`src/rtl/sp_ram_fifo_ctrl.sv`:
```
// sp_ram_fifo_ctrl: FIFO controller in front of a single-port RAM with a
// one-cycle registered read. Turns push/pop handshakes into one RAM command
// per cycle. Simultaneous push and pop are arbitrated round-robin.
//
// Optional feature macro: SP_FIFO_ERR_FLAGS_EN
//   defined   -> err is a sticky flag for a push while full, or a pop
//                request while empty in IDLE
//   undefined -> err is tied low and illegal requests are silently ignored
//
// state     | meaning
// IDLE      | RAM port free; a push or a pop may be granted
// READ_WAIT | read issued last cycle; capture RAM data, pushes still allowed
module sp_ram_fifo_ctrl #(
    parameter int Data_Width = 8,
    parameter int Addr_Width = 2
) (
    input  logic                  clk,
    input  logic                  rst_n,
    input  logic                  push_valid,
    input  logic [Data_Width-1:0] push_data,
    output logic                  push_ready,
    input  logic                  pop_req,
    output logic                  pop_ready,
    output logic [Data_Width-1:0] pop_data,
    output logic                  pop_valid,
    output logic [Addr_Width:0]   count,
    output logic                  full,
    output logic                  empty,
    output logic                  err,
    output logic                  ram_wr_rd_ena,
    output logic [Addr_Width-1:0] ram_addr,
    output logic [Data_Width-1:0] ram_data_write,
    input  logic [Data_Width-1:0] ram_data_read
);

    typedef enum logic {
        IDLE      = 1'b0,
        READ_WAIT = 1'b1
    } state_t;

    localparam logic GRANT_PUSH = 1'b0;
    localparam logic GRANT_POP  = 1'b1;

    localparam logic [Addr_Width:0] Depth     = {1'b1, {Addr_Width{1'b0}}};
    localparam logic [Addr_Width:0] CountOne  = {{Addr_Width{1'b0}}, 1'b1};
    localparam logic [Addr_Width:0] CountLast = Depth - CountOne;

    state_t                state;
    logic                  last_grant;
    logic [Addr_Width-1:0] wr_ptr;
    logic [Addr_Width-1:0] rd_ptr;
    logic                  contend;
    logic                  pop_fire;
    logic                  push_fire;

    // Handshake arbitration and the RAM command for this cycle
    always_comb begin
        contend   = (state == IDLE) && push_valid && pop_req && !full && !empty;
        pop_ready = (state == IDLE) && !empty && !(contend && (last_grant == GRANT_POP));
        pop_fire  = pop_req && pop_ready;
        push_ready = !full && !pop_fire;
        push_fire  = push_valid && push_ready;

        ram_wr_rd_ena  = push_fire;
        ram_addr       = push_fire ? wr_ptr : rd_ptr;
        ram_data_write = push_fire ? push_data : '0;
    end

    // Pointers, occupancy, registered full/empty and round-robin memory
    always_ff @(posedge clk or negedge rst_n) begin
        if (!rst_n) begin
            wr_ptr     <= '0;
            rd_ptr     <= '0;
            count      <= '0;
            full       <= 1'b0;
            empty      <= 1'b1;
            last_grant <= GRANT_POP;
        end else begin
            if (push_fire) begin
                wr_ptr <= wr_ptr + 1'b1;
                count  <= count + CountOne;
                full   <= (count == CountLast);
                empty  <= 1'b0;
            end else if (pop_fire) begin
                rd_ptr <= rd_ptr + 1'b1;
                count  <= count - CountOne;
                empty  <= (count == CountOne);
                full   <= 1'b0;
            end
            if (contend) begin
                last_grant <= pop_fire ? GRANT_POP : GRANT_PUSH;
            end
        end
    end

    // Read sequencing FSM: wait out the RAM latency, then present the word
    always_ff @(posedge clk or negedge rst_n) begin
        if (!rst_n) begin
            state     <= IDLE;
            pop_data  <= '0;
            pop_valid <= 1'b0;
        end else begin
            case (state)
                IDLE: begin
                    pop_valid <= 1'b0;
                    if (pop_fire) begin
                        state <= READ_WAIT;
                    end
                end
                READ_WAIT: begin
                    pop_data  <= ram_data_read;
                    pop_valid <= 1'b1;
                    state     <= IDLE;
                end
                default: begin
                    pop_valid <= 1'b0;
                    state     <= IDLE;
                end
            endcase
        end
    end

`ifdef SP_FIFO_ERR_FLAGS_EN
    // Sticky record of any illegal request; only reset clears it
    always_ff @(posedge clk or negedge rst_n) begin
        if (!rst_n) begin
            err <= 1'b0;
        end else if ((push_valid && full) || ((state == IDLE) && pop_req && empty)) begin
            err <= 1'b1;
        end
    end
`else
    assign err = 1'b0;
`endif

endmodule

```
`config.mk`:
```
export PLATFORM = sky130hd
export DESIGN_NAME = sp_ram_fifo_ctrl
export DESIGN_NICKNAME = d
export VERILOG_FILES = /design/src/rtl/sp_ram_fifo_ctrl.sv
export SDC_FILE = /design/constraint.sdc
export NUM_CORES = 1
export LEC_CHECK = 0
export CORE_MARGIN = 2
export CORE_UTILIZATION = 35
export CTS_CLUSTER_SIZE = 28
export DETAILED_ROUTE_END_ITERATION = 16
export HOLD_SLACK_MARGIN = 0.02
export PLACE_DENSITY_LB_ADDON = 0.25
export SKIP_LAST_GASP = 1
export SLEW_MARGIN = 20
export SYNTH_ARGS = -nofsm -noshare
export SYNTH_HDL_FRONTEND = slang
export SYNTH_SLANG_ARGS = --single-unit
export TNS_END_PERCENT = 1
```
`constraint.sdc`:
```
create_clock -name clk -period 1.8 [get_ports clk]
set_clock_uncertainty 0.1 [all_clocks]
set_input_delay 0.36 -clock clk [delete_from_list [all_inputs] [get_ports clk]]
set_output_delay 0.36 -clock clk [all_outputs]
set_load 0.02 [all_outputs]
```
Word level (Yosys, flattened, before mapping)
Index checks and enable logic that the tools add are counted.

word-level totals
  register bits = 20
  output and inout port bits = 28
  logic and storage cells = 44

cells by class
  add/subtract/negate cells = 4
  equality and inequality tests = 2
  muxes and demuxes = 11
  bitwise operators = 2
  reduce and logical (&&, ||, !) cells = 16

operator list
  operator                                                                count
  1-bit logical AND                                                       10
  8-bit 2-to-1 mux                                                        1
  3-bit 2-to-1 mux                                                        2
  1-bit 2-to-1 mux                                                        5
  2-bit by 1-bit adder with 2-bit output (second input constant)          2
  1-bit zero test                                                         4
  1-bit one-hot mux with 2 select lines                                   2
  3-bit by 1-bit adder with 3-bit output (second input constant)          1
  3-bit by 1-bit equality test with 1-bit output (second input constant)  1
  3-bit by 2-bit equality test with 1-bit output (second input constant)  1
  3-bit by 1-bit subtractor with 3-bit output (second input constant)     1
  2-bit 2-to-1 mux                                                        1
  1-bit NOT                                                               2
  2-bit AND reduction                                                     1
  2-bit nonzero test                                                      1

Logic depth before layout (Yosys ltp)
  word-level depth = 14
  depth in mapped cells = 5
  depth with buffers taken out = 5

Worst setup path after synthesis
Ideal clock, no wire load.

  path kind = reg2out
  start = register full
  end = output port pop_ready
  data arrival time = 1342 ps
  data required time = 1340 ps
  slack = -2 ps
  cell stages (with the launch flop) = 4
  path buffers = 1
  path through = dfrtp_1 -> nor2b_1 -> buf_2 -> a311oi_1

between the ends
  longest elaborated chain between the ends = 6

ends and longest elaborated chain
  element                         RTL line  source
  start: declaration              27        output logic full,
  start signal: assignment        82        full <= (count == CountLast);
  1-bit zero test                 58        contend = (state == IDLE) && push_valid && pop_req && !full && !empty;
  1-bit logical AND (2 in a row)  58
  1-bit logical AND               59        pop_ready = (state == IDLE) && !empty && !(contend && (last_grant == GRANT_POP));
  1-bit zero test                 59
  1-bit logical AND               59
  end: declaration                23        output logic pop_ready,

No other way between the ends.

Worst setup path after layout
  start = register empty
  end = output port ram_addr[1]

between the ends
  longest elaborated chain between the ends = 10
  elaborated cells on any way between the ends = 11
  classes of those cells = 1 x mux; 10 x reduce/logical

ends and longest elaborated chain
  element                   RTL line  source
  start: declaration        28        output logic empty,
  start signal: assignment  87        empty <= (count == CountOne);
  1-bit zero test *         58, 59
  1-bit logical AND         58
  1-bit logical AND         59
  1-bit zero test           59
  1-bit logical AND *       59
  1-bit logical AND *       60        pop_fire = pop_req && pop_ready;
  1-bit zero test *         61        push_ready = !full && !pop_fire;
  1-bit logical AND *       61
  1-bit logical AND *       62        push_fire = push_valid && push_ready;
  2-bit 2-to-1 mux *        65        ram_addr = push_fire ? wr_ptr : rd_ptr;
  end: declaration          31        output logic [Addr_Width-1:0] ram_addr,

Mark *: on every way between the ends. The rest lies on a longest branch, timed or not.

==> results.yml <==
run_status:
  outcome: "complete, but fails checks"
  violations: "setup timing"
synth:
  async_flop_share: 1.00
  avgSynthCellArea_sq_um: 12.7
  synth-edff-count: 0
  synth_cell_type_count: 33
  ys_ff_latch: 20
  syn_nets: 108
  syn_inst: 84
  ys_seq_area_frac: 0.471
  ys.warnings.count: 0
  synth-main-ff-cell: "dfrtp_1"
  syn-cell-area_sq_mm: 0.00107
cells_and_area:
  register_area_sq_um: 503
  multiInputGateArea_sq_um: 523
  nFillCells: 265
  antenna_cells: 0
  layout_commonest_cell: "clkdlybuf4s50_1"
  final_core_util: 0.571
  layout_common_cells: "30 x clkdlybuf4s50_1, 19 x buf_4, 18 x dfrtp_1"
  drive_above_1_share: 0.401
  areaGrowthSynthToFinish_pct: 59.1
  final_nets: 172
drt:
  totalWireLength_um: 2240
  num_vias: 851
  drc: 0
  drtIter0Drc: 7
  vias_per_cell: 4.73
  ant_nets: 0
  drt_pre_antenna_iters: 4
  wl_per_cell_um: 12.5
global_routing:
  use_met2: 0.264
  track_usage: 0.138
  grt_pass1_vias: 890
  grt_pass1_wl_um: 3710
  antenna_found_initial: 0
  busiest_layer: "met2"
  use_met3: 0.0306
  gr-usage-met1: 0.154
  grt_start_max_net_pins: 21
  grt_overflow: 0
cts:
  clk_pin_slew_ps: 120
  cts_tree: "yes"
  clockRootBuffer: "clkbuf_4"
  htree_levels: 1
  insertion_delay_ps: 300
  clockBufferDepth: 2
  clock_sinks: 20
  cts_buffers: 3
worst_setup_path:
  worstPathRequired_ps: 1340
  crit_type: "reg -> out"
  worstPathArrival_ps: 1590
  crit_path_end_kind: "output port"
  path_max_fanout: 4
  cp-start-kind: "flop"
power:
  max-vdd-ir-drop_uv: 884
  power_frac_comb: 0.608
  p_int_mw: 1.93
  pwr-share-seq: 0.275
  clkPwrFrac: 0.117
  power_density_mw_per_mm2: 1830
  power.switching_mw: 1.19
  swShare: 0.381
  leakagePower_nw: 0.783
hold_path:
  min_path_type: "in -> async"
floorplan:
  chipHeight_um: 59.3
  rows: 20
  die-area_sq_mm: 0.00351
  fp.dieW_um: 59.3
  start_util: 0.359
  num_io_pins: 48
  core-area_sq_mm: 0.00298
sta:
  drv_slew: 0
  fin_crit_ps: 2050
  worst_slack_ps: -250
  hold_viol: 0
  rsz0062_at_grt: "true"
  fmax_mhz: 488
  period_share: 1.14
  finalSetupViolations: 18
placed_design:
  gp_congestion: 0.826
  port_buffers: 46
  dp_slack_ps: -750
  hpwl_um: 1830
run:
  cap_viol_max_count: 0
[power groups by stage]
stage	Sequential [mW]	Clock [mW]	Combinational, mW
after detailed placement	0.873	0	1.92
after global routing	0.894	0.389	2.05
after CTS	0.865	0.370	1.91
after floorplan	1.05	0	0.917
after global placement	0.864	0	1.89
final	0.858	0.365	1.90
[timing repair]
action	in CTS	in global routing
endpoints found under the setup margin	18	18
pin swaps	2	2
buffers inserted	3	1
endpoints found under the hold margin	0	0
resized for setup	55	2
hold buffers	0	0
[final cells by class]
class                           count  share of cell area
Sequential cell                    20               0.296
Multi-Input combinational cell     55               0.308
Tap cell                           33              0.0243
Clock buffer                        3              0.0132
Timing Repair Buffer               64               0.333
Clock inverter                      1              0.0177
Inverter                            4             0.00883
[flip-flops by register name, indices dropped and copies added, names as in the netlist]
signal and cells:
rd_ptr 2, last_grant 1, state 1, wr_ptr 2
full 1, pop_data 8, count 3, pop_valid 1
empty 1
[worst max-delay path, cell delays in order, from the launching register on]
cell and delay (ps):
dfstp_2 400, nor4b_4 350, nor2_4 90, mux2_4 310, buf_6 130
[routing by layer]
| layer | vias up | share of wire |
|---|---|---|
| met5 | - | 0 |
| met4 | 0 | 0.0036 |
| met3 | 2 | 0.065 |
| met2 | 27 | 0.53 |
| met1 | 409 | 0.40 |
| li1 | 413 | - |
[cells in the mapped netlist, types with 2 or more instances]
library cell  count  area (sq um)
xnor2_1           3          26.3
xor2_1            4          35.0
buf_4             2          15.0
and2_4            8          70.1
a211oi_1          2          15.0
nor2_1            3          11.3
inv_1             4          15.0
dfrtp_1          18           450
a21oi_1           2          10.0
dfstp_2           2          52.6
mux2_4            2          30.0
buf_2             2          10.0
mux2_2            8          90.1
ha_1              4          50.1
nand2_1           2          7.51
[metrics by stage]
| step | TNS [ps] | power, mW | area [sq um] | hold WS, ps | cells |
|---|---|---|---|---|---|
| after floorplan | 0 | 1.97 | 1070 | -35.6 | 84 |
| after global placement | -9090 | 2.76 | 1660 | 366 | 172 |
| after detailed placement | -9530 | 2.80 | 1660 | 362 | 172 |
| after CTS | -3410 | 3.14 | 1690 | 288 | 179 |
| after global routing | -4440 | 3.34 | 1700 | 298 | 180 |
| final | -3240 | 3.12 | 1700 | 281 | 180 |
[path summary, 6_finish.rpt]
| kind | from | cells past startpoint | slack (ps) | endpoint |
|---|---|---|---|---|
| max | empty | 4 | -250 | ram_addr[1] |
| min | rst_n | 2 | 280 | full |
| max reg2reg | state | 6 | 180 | empty |
| min reg2reg | wr_ptr[1] | 1 | 370 | wr_ptr[1] |
| max in group asynchronous | rst_n | 2 | 1060 | empty |
| min in group clk | wr_ptr[1] | 1 | 370 | wr_ptr[1] |
[cells by family after synthesis]
family          synth area share
compound gates            0.0796
xor+xnor                  0.0574
flops                      0.471
mux                        0.112
fa+ha+maj                 0.0468
other cells              0.00351
simple gates               0.182
buf+inv                   0.0480
No activity file was read; power rests on OpenSTA's default activity.
